`src/rtl/fft_reader_pkg.sv`:
```
// Shared types and helpers for the FFT result read-out path.
package fft_reader_pkg;

  typedef enum logic [1:0] {
    IDLE   = 2'd0,
    STREAM = 2'd1,
    DRAIN  = 2'd2,
    DONE   = 2'd3
  } rd_state_e;

  // Skid buffer depth; two entries cover the one-cycle read latency at full rate.
  localparam int RD_FIFO_DEPTH = 2;

  // Reverse the low 'width' bits of value (width <= 32); upper result bits are 0.
  function automatic logic [31:0] bitrev(input logic [31:0] value, input int width);
    logic [31:0] r;
    for (int i = 0; i < 32; i++) begin
      r[i] = value[31-i];
    end
    return r >> (32 - width);
  endfunction

endpackage

```
`src/rtl/fft_rd_skid_fifo.sv`:
```
// Two-entry synchronous FIFO holding {k, data} beats between memory and stream.
module fft_rd_skid_fifo
  import fft_reader_pkg::*;
#(
  parameter int W = 8
) (
  input  logic         clk_i,
  input  logic         rst_ni,
  input  logic         push_i,
  input  logic [W-1:0] wdata_i,
  input  logic         pop_i,
  output logic [W-1:0] rdata_o,
  output logic         empty_o,
  output logic [1:0]   count_o
);

  // Pointers are one bit wide because the depth is fixed at two.
  logic [W-1:0] mem_q [RD_FIFO_DEPTH];
  logic         wr_ptr_q;
  logic         rd_ptr_q;
  logic [1:0]   count_q;
  logic         push_ok;
  logic         pop_ok;

  // Pop only when something is held; push on full only alongside a pop.
  always_comb begin
    pop_ok  = pop_i && (count_q != 2'd0);
    push_ok = push_i && ((count_q != 2'd2) || pop_ok);
  end

  // Storage, pointers and occupancy; storage clears so the head reads 0 after reset.
  always_ff @(posedge clk_i) begin
    if (!rst_ni) begin
      for (int i = 0; i < RD_FIFO_DEPTH; i++) begin
        mem_q[i] <= '0;
      end
      wr_ptr_q <= 1'b0;
      rd_ptr_q <= 1'b0;
      count_q  <= 2'd0;
    end else begin
      if (push_ok) begin
        mem_q[wr_ptr_q] <= wdata_i;
        wr_ptr_q        <= ~wr_ptr_q;
      end
      if (pop_ok) begin
        rd_ptr_q <= ~rd_ptr_q;
      end
      case ({push_ok, pop_ok})
        2'b10:   count_q <= count_q + 2'd1;
        2'b01:   count_q <= count_q - 2'd1;
        default: count_q <= count_q;
      endcase
    end
  end

  assign rdata_o = mem_q[rd_ptr_q];
  assign empty_o = (count_q == 2'd0);
  assign count_o = count_q;

endmodule

```
`src/rtl/fft_result_reader.sv`:
```
// Streams the N FFT results out of working memory once the FFT finishes.
//
// Stream handshake: a beat transfers on a cycle where valid_o and ready_i are
// both high; valid_o never looks at ready_i, and once raised the payload
// (data_o, index_o, last_o) holds until that transfer happens.
module fft_result_reader
  import fft_reader_pkg::*;
#(
  parameter  int N_SAMPLES   = 64,
  parameter  int DATA_W      = 32,
  parameter  bit BIT_REVERSE = 1'b1,
  localparam int ADDR_W      = $clog2(N_SAMPLES)
) (
  input  logic              clk_i,
  input  logic              rst_ni,
  input  logic              start_i,
  output logic              rd_en_o,
  output logic [ADDR_W-1:0] rd_addr_o,
  input  logic [DATA_W-1:0] rd_data_i,
  output logic              valid_o,
  input  logic              ready_i,
  output logic [DATA_W-1:0] data_o,
  output logic [ADDR_W-1:0] index_o,
  output logic              last_o,
  output logic              busy_o,
  output logic              done_o,
  output rd_state_e         state_o
);

  localparam logic [ADDR_W-1:0] K_LAST = ADDR_W'(N_SAMPLES - 1);

  rd_state_e             state_q, state_d;
  logic [ADDR_W-1:0]     k_q, k_d;
  logic                  inflight_q;
  logic [ADDR_W-1:0]     inflight_k_q;
  logic                  pop;
  logic                  fifo_empty;
  logic [1:0]            fifo_count;
  logic [2:0]            credit_used;
  logic [ADDR_W+DATA_W-1:0] fifo_head;

  // Credit: entries held plus the read in flight, less the beat leaving now.
  assign pop         = valid_o && ready_i;
  assign credit_used = 3'(fifo_count) + 3'(inflight_q) - 3'(pop);
  assign rd_en_o     = (state_q == STREAM) && (credit_used < 3'd2);
  assign rd_addr_o   = BIT_REVERSE ? ADDR_W'(bitrev(32'(k_q), ADDR_W)) : k_q;

  // Next-state and bin counter; DRAIN finishes as soon as the last beat leaves.
  always_comb begin
    state_d = state_q;
    k_d     = k_q;
    case (state_q)
      IDLE: begin
        if (start_i) begin
          state_d = STREAM;
          k_d     = '0;
        end
      end
      STREAM: begin
        if (rd_en_o) begin
          k_d = k_q + 1'b1;
          if (k_q == K_LAST) begin
            state_d = DRAIN;
          end
        end
      end
      DRAIN: begin
        if (!inflight_q && ((fifo_count == 2'd0) || ((fifo_count == 2'd1) && pop))) begin
          state_d = DONE;
        end
      end
      DONE: begin
        state_d = IDLE;
      end
      default: begin
        state_d = IDLE;
      end
    endcase
  end

  // State, counter and in-flight tracking; the in-flight k tags the returning data.
  always_ff @(posedge clk_i) begin
    if (!rst_ni) begin
      state_q      <= IDLE;
      k_q          <= '0;
      inflight_q   <= 1'b0;
      inflight_k_q <= '0;
    end else begin
      state_q      <= state_d;
      k_q          <= k_d;
      inflight_q   <= rd_en_o;
      inflight_k_q <= k_q;
    end
  end

  fft_rd_skid_fifo #(
    .W(ADDR_W + DATA_W)
  ) u_fifo (
    .clk_i   (clk_i),
    .rst_ni  (rst_ni),
    .push_i  (inflight_q),
    .wdata_i ({inflight_k_q, rd_data_i}),
    .pop_i   (pop),
    .rdata_o (fifo_head),
    .empty_o (fifo_empty),
    .count_o (fifo_count)
  );

  assign valid_o = !fifo_empty;
  assign index_o = fifo_head[ADDR_W+DATA_W-1:DATA_W];
  assign data_o  = fifo_head[DATA_W-1:0];
  assign last_o  = valid_o && (index_o == K_LAST);
  assign busy_o  = (state_q != IDLE);
  assign done_o  = (state_q == DONE);
  assign state_o = state_q;

endmodule

```
`config.mk`:
```
export PLATFORM = sky130hd
export DESIGN_NAME = fft_result_reader
export DESIGN_NICKNAME = d
export VERILOG_FILES = /design/src/rtl/fft_reader_pkg.sv /design/src/rtl/fft_rd_skid_fifo.sv /design/src/rtl/fft_result_reader.sv
export SDC_FILE = /design/constraint.sdc
export NUM_CORES = 1
export LEC_CHECK = 0
export ABC_CLOCK_PERIOD_IN_PS = 4500
export BUFFER_PORTS_ARGS = -buffer_cell sky130_fd_sc_hd__clkbuf_2
export CAP_MARGIN = 20
export CORE_MARGIN = 4
export CORE_UTILIZATION = 50
export DETAILED_ROUTE_END_ITERATION = 12
export GPL_ROUTABILITY_DRIVEN = 1
export HOLD_SLACK_MARGIN = 0.02
export PLACE_DENSITY = 0.76
export SETUP_SLACK_MARGIN = 0.2
export SYNTH_ARGS = -nofsm -noshare
export SYNTH_HDL_FRONTEND = slang
export SYNTH_SLANG_ARGS = --single-unit
```
`constraint.sdc`:
```
create_clock -name clk_i -period 4.5 [get_ports clk_i]
set_input_delay 0.9 -clock clk_i [delete_from_list [all_inputs] [get_ports clk_i]]
set_output_delay 0.9 -clock clk_i [all_outputs]
set_load 0.02 [all_outputs]
```
; Word-level counts from Yosys, hierarchy flattened
; Memories as Yosys holds them, arrays and structs flattened. A register that Yosys moved wholly into a read port is not among the register bits.
; Index checks and enable logic that the tools add are counted.
[classes]
eq_ne = 13
n_lt_le_gt_ge = 1
n_bitwise = 2
add_sub_neg = 5
reduce_logical = 20
n_mux = 18
[op_table]
columns = operator, count
row1 = 38-bit two-way mux, 1
row2 = 38-bit OR reduction, 1
row3 = 6-bit == test (second input constant), 2
row4 = 6-bit two-way mux, 2
row5 = 6-bit case mux with 2 select lines, 1
row6 = 1-bit two-way mux, 8
row7 = 2-bit two-way mux, 4
row8 = 2-bit != test (second input constant), 4
row9 = 2-bit case mux with 4 select lines, 1
row10 = 2-bit nonzero test, 4
row11 = 1-bit logical AND, 7
row12 = 6-bit by 1-bit adder with 6-bit output (second input constant), 1
row13 = 2-bit by 1-bit == test with 1-bit output (second input constant), 3
row14 = 2-bit == test (second input constant), 3
row15 = 2-bit zero test, 2
row16 = 2-bit case mux with 2 select lines, 1
row17 = 4-bit AND reduction, 1
row18 = 2-bit by 1-bit adder with 3-bit output, 1
row19 = 3-bit by 2-bit < comparator with 1-bit output (second input constant), 1
row20 = 3-bit AND reduction, 1
row21 = 3-bit by 1-bit subtractor with 3-bit output, 1
row22 = 2-bit by 1-bit adder with 2-bit output (second input constant), 1
row23 = 1-bit zero test, 2
row24 = 1-bit logical OR, 2
row25 = 3 further kinds, 4
[word_totals]
mem_bits_rw = 76
output_inout_bits = 51
ff_bits = 19
mem_count = 1
[mem_list]
columns = name, words, word_bits, rd, rd_clocked_by_memory_dff, write_ports, line
row1 = u_fifo.mem_q, 2, 38, 1, 1, 2, fft_rd_skid_fifo.sv:18  ; logic [W-1:0] mem_q [RD_FIFO_DEPTH];

; Logic depth before layout (Yosys ltp)
; Gate-level depths: netlist of run 1.
[depth]
depth_word = 11
depth_mapped = 10

; By module
; Synthesis of run 1 repeated with hierarchy kept, for this count alone.
[hier_totals]
cells_unflattened = 321
hier_area_um2 = 4403.0
[by_module_without_submodules]
columns = mod, area_each_um2, instances, seq_area_each_um2, cells_each
row1 = fft_rd_skid_fifo, 3592.2, 1, 2382.3, 233
row2 = fft_result_reader, 810.8, 1, 300.3, 88

; Worst setup path after synthesis of run 1
; Ideal clock, no wire load.
[synth_path]
path_kind = in2reg
start = input ready_i
end = memory u_fifo.mem_q[0][0] (netlist name) (enable)
path_buffers = 0
path_stages = 4
t_arrival_ns = 3.958
slack_ns = 0.056
cell_sequence = nor2b_4 > o21a_4 > inv_2 > o21ai_0
[synth_rtl]
columns = item, line
row1 = start: declaration, fft_result_reader.sv:21  ; input logic ready_i,
row2 = end: declaration, fft_rd_skid_fifo.sv:18

; Worst setup path after layout of run 1
[layout_path]
start = register u_fifo.count_q[1] (netlist: u_fifo.count_o[1])
end = output rd_en_o
[layout_between]
elab_chain_cells = 6
word_cells_on_any_way = 7
[layout_lines]
columns = item, line
row1 = start: declaration, fft_rd_skid_fifo.sv:21  ; logic [1:0] count_q;
row2 = start signal: assignment, fft_rd_skid_fifo.sv:49  ; 2'b10: count_q <= count_q + 2'd1;
row3 = start signal: assignment, fft_rd_skid_fifo.sv:50  ; 2'b01: count_q <= count_q - 2'd1;
row4 = start signal: assignment, fft_rd_skid_fifo.sv:51  ; default: count_q <= count_q;
row5 = branches (longest 3 deep; another with 2-bit by 1-bit adder with 3-bit output), n/a
row6 = 3-bit by 1-bit subtractor with 3-bit output *, fft_result_reader.sv:44  ; assign credit_used = 3'(fifo_count) + 3'(inflight_q) - 3'(pop);
row7 = 3-bit by 2-bit < comparator with 1-bit output *, fft_result_reader.sv:45  ; assign rd_en_o = (state_q == STREAM) && (credit_used < 3'd2);
row8 = 1-bit logical AND *, fft_result_reader.sv:45
row9 = end: declaration, fft_result_reader.sv:17  ; output logic rd_en_o,
; Every way passes the cells marked *.

==> summary.txt, run 1 <==
Outcome
  • Status: finished clean

GRT
  • Antenna violations before repair: 0
  • Largest net degree at the start of global routing: 41
  • Vias in the first global route: 2611
  • First-pass GRT wire length: 12.5 mm
  • GRT Util Overall: 0.158
  • Grt total ovfl: 0

Timing
  • Slew headroom: 0.338
  • Tmin final: 3.63 ns
  • Final hold violation count: 0
  • Achievable Freq: 275 MHz
  • Slew Limit Fails: 0
  • Period utilisation layout: 0.807
  • Final Setup Violations: 0
  • Worst-Margin Slew: 0.992 ns
  • Clock skew: 0.00957 ns
  • RSZ-0062 raised after global routing: false
  • Setup TNS: 0 ns

Logic synthesis
  • Largest family of logic cells by synthesized area: simple AND/OR/NAND/NOR gates
  • Post-synthesis compound-gate area fraction: 0.0332
  • Post-synth EDFFs: 76
  • Synthesized cell area: 4370 sq um
  • Synth Instances: 322
  • Post-synthesis mux area share: 0.100
  • Sequential share of the synthesized area: 0.614
  • Synth Area in XOR/XNOR: 0.0117
  • Post-Synth Simple-Gate Area: 0.174
  • Synth unique cells: 43
  • Synthesized area per cell: 13.6 sq um
  • Adder-Cell Fraction of Synth Area: 0.0361
  • Asr flop ratio synth: 0
  • Predominant post-synthesis flop cell: edfxtp_1
  • Number of synthesized register bits: 96
  • Mapped Nets: 370
  • Synth Warn #: 0

Die
  • Die span in x: 101 um
  • Die area: 10300 sq um
  • Num rows: 33
  • Die Height: 101 um
  • Ports: 87
  • Core box area: 8340 sq um
  • Initial core utilization: 0.524

Final layout
  • Most frequent cells in the layout: clkbuf_2 (86), and2_1 (82), edfxtp_1 (76)
  • Area Growth Syn to Fin: 15.6%
  • Post-Route Utilization: 0.606
  • Commonest non-fill, non-tap cell in the layout: clkbuf_2
  • Final layout net count: 454
  • Final instance area: 5050 sq um
  • Final std cells w/o fill: 515
  • Ant diodes: 0
  • Share of cells above drive strength 1: 0.368

Clock tree
  • H-tree Lvls: 3
  • Clock sink count: 96
  • CTS tree: yes
  • CTS Hold Bufs: 0
  • Post-CTS Resized: 0
  • Later-pin clock latency in the skew report: 0.35 ns
  • Max clock buf depth: 2
  • CTS Buf Count: 9
  • Setup repair bufs after CTS: 0
  • Clk slew on worst S/H paths: 0.09 ns
  • Root buffer cell: clkbuf_8

Detailed routing
  • Routed WL: 8.02 mm
  • Initial drt markers: 80
  • WL per Instance: 15.6 um
  • Drt first pass iters: 4
  • Drc violations: 0
  • Post-route ant nets: 0
  • DR vias/cell: 5.15
  • Via count: 2650

Setup path
  • CP max FO: 4
  • Crit path DAT: 2.73 ns
  • CP Capture Type: output port
  • Classification of the worst setup path: flop to output port
  • CP Launch Type: flop
  • CP Cell Sequence: inv_1 -> ha_1 -> nor2b_4 -> ha_1 -> nand2b_1 -> fa_1 -> xor2_2 -> nor2_1 -> clkbuf_2
  • Worst R2R Setup Slack: 1.54 ns
  • Max incr delay on CP: 0.45 ns
  • Critical Path RT: 3.60 ns
  • Reg2Reg Launch Point: u_fifo.count_o[1]$_SDFFE_PN0P_
  • CP max stage cell: dfxtp_1
  • Reg2Reg Capture Point: state_o[0]$_SDFFE_PN0P_
  • Most used cell, CP: ha_1
  • Worst-case reg-to-reg path depth: 10

Power and ir drop
  • Pint: 1.63 mW
  • Total Power: 2.55 mW
  • Seq pwr share: 0.460
  • Clk pwr share: 0.190
  • NetSw: 0.918 mW
  • Leak: 2.07 nW
  • Pwr per Cell Area: 505 nW/um^2
  • Switching share of power: 0.360
  • Max IR drop VDD: 341 uV
  • Comb power frac: 0.350

Placement
  • Final HPWL from detailed placement: 5.35 mm
  • Placement Cell Area: 4890 sq um
  • GPL Wtd Cong: 0.828
  • Port bufs: 86
  • Dpl cells: 500

Min path
  • Worst hold start: inflight_k_q[4]$_SDFF_PN0_
  • Hold crit path type: flop to flop
  • Hold Path Cell Cnt: 1
  • Min-Delay Endpoint: u_fifo.mem_q[0][36]$_SDFFCE_PN0P_

Flow run
  • MaxCap Viol Count: 0
==> worst max-delay path, delay by kind of cell (launching register included) <==
kind          cells  cell delay [ns]
fa+ha+maj         3             0.95
flops             1             0.45
simple gates      3             0.45
buf+inv           2             0.28
xor+xnor          1             0.26
==> through the flow <==
step	setup WS [ns]	hold WS, ns
2_1_floorplan	1.09	0.481
3_3_place_gp	1.13	0.502
3_5_place_dp	1.09	0.509
4_1_cts	0.840	0.529
5_1_grt	0.720	0.554
6_report	0.869	0.526
==> routing by layer <==
metal | GRT usage | share of wire | vias up
met5 | 0 | 0 | -
met2 | 0.261 | 0.49 | 64
met4 | 0.0501 | 0.0070 | 0
met3 | 0.0365 | 0.053 | 7
met1 | 0.208 | 0.45 | 1283
li1 | - | - | 1296
==> sequential cells by signal (all words and copies together) (netlist names), named ones only <==
register,flops
inflight_q,1
u_fifo.mem_q,76
state_o,2
k_q,6
u_fifo.rd_ptr_q,1
u_fifo.wr_ptr_q,1
inflight_k_q,6
u_fifo.count_o,2
==> cell families (layout without fill, tap and decap cells) <==
| logic type | after synthesis | in the layout |
|---|---|---|
| AOI/OAI and AO/OA | 18 | 18 |
| xor gates and xnor gates | 5 | 5 |
| adders and majority gates | 12 | 12 |
| buffers and inverters | 25 | 113 |
| DFF | 96 | 96 |
| muxes | 39 | 39 |
| and+or+nand+nor | 127 | 127 |
==> power groups by stage <==
stage | Combinational (mW) | Sequential (mW) | Clock [mW]
CTS | 0.902 | 1.18 | 0.495
floorplan | 0.676 | 1.15 | 0
detailed placement | 0.897 | 1.20 | 0
global placement | 0.872 | 1.19 | 0
global route | 0.970 | 1.19 | 0.530
finish | 0.894 | 1.17 | 0.485
==> area by class of cell <==
type / instances / area [sq um]
Fill cell: 682 / 3290
Tap cell: 105 / 131
Inverter: 10 / 37.5
Clock buffer: 10 / 128
Sequential cell: 96 / 2680
Multi-Input combinational cell: 201 / 1570
Timing Repair Buffer: 88 / 465
Clock inverter: 5 / 35.0
==> worst max path at each step <==
stage	startpoint	endpoint	slack (ns)	cells past startpoint
after global routing	u_fifo.count_o[1]$_SDFFE_PN0P_	rd_en_o	0.72	9
after detailed placement	ready_i	rd_en_o	1.09	8
after floorplan	ready_i	u_fifo.mem_q[0][0]$_SDFFCE_PN0P_	1.09	4
final	u_fifo.count_o[1]$_SDFFE_PN0P_	rd_en_o	0.87	9
after global placement	ready_i	rd_en_o	1.13	8
after CTS	u_fifo.count_o[1]$_SDFFE_PN0P_	rd_en_o	0.84	9
==> Yosys cell counts, drive strengths merged, types with 3 or more instances <==
library cell  count  share of area
buf              11          0.019
a31oi             4         0.0057
nor2              9         0.0077
nand3             6         0.0080
dfxtp            20          0.092
inv              10         0.0086
nor2b             3         0.0060
ha               11          0.032
a211oi            3         0.0092
nand2            13          0.011
a21oi             3         0.0034
mux2             38          0.098
and2             82           0.12
edfxtp           76           0.52
clkbuf            4         0.0040
nor3              6         0.0080
xor2              3         0.0077
o21ai             3         0.0034
No activity file was read; power rests on OpenSTA's default activity.
==> run 2: changes to the inputs <==
- ABC_AREA: not set -> 1
- ABC_CLOCK_PERIOD_IN_PS: 4500 -> 3700
- CORE_UTILIZATION: 50 -> 55
- PLACE_DENSITY: 0.76 -> 0.79
- clock period: 4.5 -> 3.7 ns (I/O delays scaled with it)
==> run 2 against run 1 <==
Compared with the run above:
- total power grew 13%
- critical path depth is the same
- sequential share of layout area shrank 1.0 points
- via count grew 19%
- largest cell class unchanged
==> summary.txt, run 2 <==
Logic synthesis
  • Ranking of synthesized cells by area: edfxtp_1 (51%), nand2_1 (12%), dfxtp_1 (8.9%)
  • Predominant post-synthesis flop cell: edfxtp_1
  • Synth unique cells: 30 (-30%)
  • Synth Warn #: 0 (unchanged)
  • Asr flop ratio synth: 0 (unchanged)
  • Number of synthesized register bits: 96 (unchanged)
  • Synthesized area per cell: 9.59 sq um (-29%)
  • Sequential share of the synthesized area: 0.596 (-0.0176)
  • Synth Instances: 469 (+46%)
  • Yosys top cell area share: 0.507 (-0.0150)
  • Synthesized cell area: 4500 sq um (+2.9%)
  • Mapped Nets: 517 (+40%)
  • Post-synth top cells: nand2_1 (146), edfxtp_1 (76), inv_1 (68), nor2_1 (55), nor2_2 (23)
  • Synth area leader: edfxtp_1
  • Most common cell in the netlist: nand2_1
  • Post-synth EDFFs: 76 (unchanged)

Min path
  • Worst hold start: u_fifo.rd_ptr_q$_SDFFE_PN0P_
  • Hold Path Cell Cnt: 2 (+1)
  • Hold crit path type: flop to flop

Placement
  • Final HPWL from detailed placement: 5.66 mm (+5.9%)
  • GPL Wtd Cong: 0.806 (-2.7%)
  • Port bufs: 86 (unchanged)
  • Dpl cells: 645 (+29%)

Outcome
  • Status: finished clean

Die
  • Die Height: 98.4 um (-3.0%)
  • Die area: 9690 sq um (-5.9%)
  • Core box area: 7850 sq um (-5.9%)
  • Initial core utilization: 0.573 (+0.0493)
  • Ports: 87 (unchanged)
  • Die span in x: 98.4 um (-3.0%)
  • Num rows: 32 (-3.0%)

Clock tree
  • CTS tree: yes
  • Clock sink count: 96 (unchanged)
  • Clk slew on worst S/H paths: 0.08 ns (about the same)
  • Max clock buf depth: 2 (unchanged)
  • Later-pin clock latency in the skew report: 0.36 ns (about the same)
  • H-tree Lvls: 3 (unchanged)
  • Root buffer cell: clkbuf_8
  • CTS Buf Count: 9 (unchanged)

Detailed routing
  • Routed WL: 8.29 mm (+3.3%)
  • WL per Instance: 12.5 um (-20%)
  • DR vias/cell: 4.78 (-7.1%)
  • Post-route ant nets: 0 (unchanged)
  • Drc violations: 0 (unchanged)
  • Initial drt markers: 162 (+100%)
  • Drt first pass iters: 4 (unchanged)
  • Via count: 3166 (+19%)

GRT
  • GRT Util Overall: 0.178 (+0.0201)
  • Met2 Resource Use GR: 0.313 (+0.0515)
  • Antenna violations before repair: 0 (unchanged)
  • First-pass GRT wire length: 13.8 mm (+11%)
  • Grt total ovfl: 0 (unchanged)
  • Met3 Use GR: 0.0340 (-0.00253)
  • Met1 GRT Util: 0.214 (+0.00584)
  • Largest net degree at the start of global routing: 41 (unchanged)
  • Most Crowded Layer GR: met2
  • Vias in the first global route: 3045 (+17%)

Final layout
  • Largest registers: u_fifo.mem_q x76, inflight_k_q x6, k_q x6
  • Most frequent cells in the layout: nand2_1 (144), clkbuf_2 (85), edfxtp_1 (76)
  • Final layout net count: 603 (+33%)
  • Share of cells above drive strength 1: 0.270 (-0.0986)
  • Max reg flops: 76 (unchanged)
  • FF/Latch Area: 2690 sq um (+0.14%)
  • Final std cells w/o fill: 662 (+29%)
  • Ant diodes: 0 (unchanged)
  • Largest register by flop count: u_fifo.mem_q
  • Filler cell count in the final layout: 662 (-2.9%)
  • Area occupied by multi-input gates: 1430 sq um (-8.8%)
  • Commonest non-fill, non-tap cell in the layout: nand2_1
  • Area Growth Syn to Fin: 14.6%

Setup path
  • CP max stage cell: fa_1
  • CP delay by family, top: adder cells
  • Reg2Reg Capture Point: k_q[5]$_SDFFE_PN0P_
  • CP Cell Sequence: inv_2 -> ha_1 -> nor2_2 -> ha_1 -> or2_2 -> fa_1 -> nand3_1 -> nor2_1 -> buf_4
  • Max incr delay on CP: 0.49 ns (+0.04 ns)
  • Worst R2R Setup Slack: 1.03 ns (-0.51 ns)
  • CP max FO: 4 (unchanged)
  • Worst-case reg-to-reg path depth: 13 (+3)
  • Crit path DAT: 2.62 ns (-0.11 ns)
  • CP Launch Type: flop
  • Most used cell, CP: ha_1
  • CP Capture Type: output port
  • Classification of the worst setup path: flop to output port
  • WP buf/inv: 2 (unchanged)
  • Reg2Reg Launch Point: u_fifo.count_o[1]$_SDFFE_PN0P_
  • Critical Path RT: 2.96 ns (-0.64 ns)

Timing
  • Worst-Margin Slew: 0.601 ns (-0.391 ns)
  • Final hold violation count: 0 (unchanged)
  • Period utilisation layout: 0.908
  • Slew Limit Fails: 0 (unchanged)
  • Tmin final: 3.36 ns
  • Slew headroom: 0.599 (+0.261)
  • Clock skew: 0.0140 ns (+0.00442 ns)
  • RSZ-0062 raised after global routing: false
  • Setup TNS: 0 ns (unchanged)
  • Final Setup Violations: 0 (unchanged)
  • Achievable Freq: 298 MHz

Power and ir drop
  • Pwr per Cell Area: 558 nW/um^2 (+10%)
  • Clk pwr share: 0.203 (+0.013)
  • Pint: 1.82 mW (+11%)
  • Max IR drop VDD: 386 uV (+13%)
  • Seq pwr share: 0.463 (+0.003)
  • Comb power frac: 0.333 (-0.017)
  • Leak: 2.50 nW (+21%)
  • NetSw: 1.06 mW (+15%)
  • Switching share of power: 0.367 (+0.00776)

Flow run
  • MaxCap Viol Count: 0 (unchanged)
## run 2: stage by stage
stage | cell area (sq um) | hold slack [ns] | power [mW] | util | setup slack, ns
global route | 5160 | 0.515 | 3.06 | 0.657 | 0.211
CTS | 5140 | 0.487 | 2.89 | 0.655 | 0.209
global placement | 4980 | 0.456 | 2.28 | 0.635 | 0.518
floorplan | 4500 | 0.448 | 2.04 | - | 0.635
detailed placement | 4980 | 0.475 | 2.32 | 0.635 | 0.457
finish | 5160 | 0.488 | 2.88 | 0.657 | 0.342
## run 2: layout make-up
| type | count | area share |
|---|---|---|
| inverters | 71 | 0.0517 |
| multi-input cells | 284 | 0.278 |
| clock inverters | 3 | 0.00364 |
| well taps | 102 | 0.0248 |
| flip-flops and latches | 96 | 0.521 |
| clock buffers | 13 | 0.0269 |
| repair buffers | 93 | 0.0942 |
## run 2: worst max-delay path by stage
stage / from / end / slack [ns] / cells past startpoint
after floorplan: ready_i / rd_en_o / 0.63 / 7
after global placement: ready_i / rd_en_o / 0.52 / 9
after detailed placement: ready_i / rd_en_o / 0.46 / 9
after CTS: u_fifo.count_o[1]$_SDFFE_PN0P_ / rd_en_o / 0.21 / 9
after global routing: u_fifo.count_o[0]$_SDFFE_PN0P_ / rd_en_o / 0.21 / 10
final: u_fifo.count_o[1]$_SDFFE_PN0P_ / rd_en_o / 0.34 / 9
## run 2: logic make-up (layout without fill, tap and decap cells)
logic type | after synthesis | in the layout | share of synthesized area
AOI/OAI and AO/OA | 14 | 14 | 0.0167
xor gates and xnor gates | 2 | 2 | 0.00390
adders and majority gates | 12 | 12 | 0.0350
buffers and inverters | 89 | 180 | 0.0865
DFF | 96 | 96 | 0.596
muxes | 2 | 2 | 0.00445
and+or+nand+nor | 254 | 254 | 0.257
## run 2: timing repair
action | 4_1_cts | 5_1_grt
hold buffers | 0 | 0
gates resized for setup | 0 | 6
buffers inserted | 0 | 1
endpoints found under the setup margin | 0 | 1
## run 2: worst min-delay path: cells and delay by family (launching register included)
kind,cells,cell delay [ns]
AOI/OAI and AO/OA,1,0.06
buffers and inverters,1,0.08
DFF,1,0.30
## run 2: power by group through the flow
stage / Sequential, mW / Clock, mW / Combinational [mW]
CTS: 1.33 / 0.595 / 0.965
detailed placement: 1.36 / 0 / 0.963
finish: 1.33 / 0.585 / 0.959
floorplan: 1.36 / 0 / 0.672
global route: 1.35 / 0.640 / 1.08
global placement: 1.35 / 0 / 0.934
## run 2: layer usage
layer,wire length (um),share of wire,vias up
met5,0,0,-
met4,131,0.016,0
met3,528,0.064,13
met2,4290,0.52,99
met1,3340,0.40,1434
li1,-,-,1620
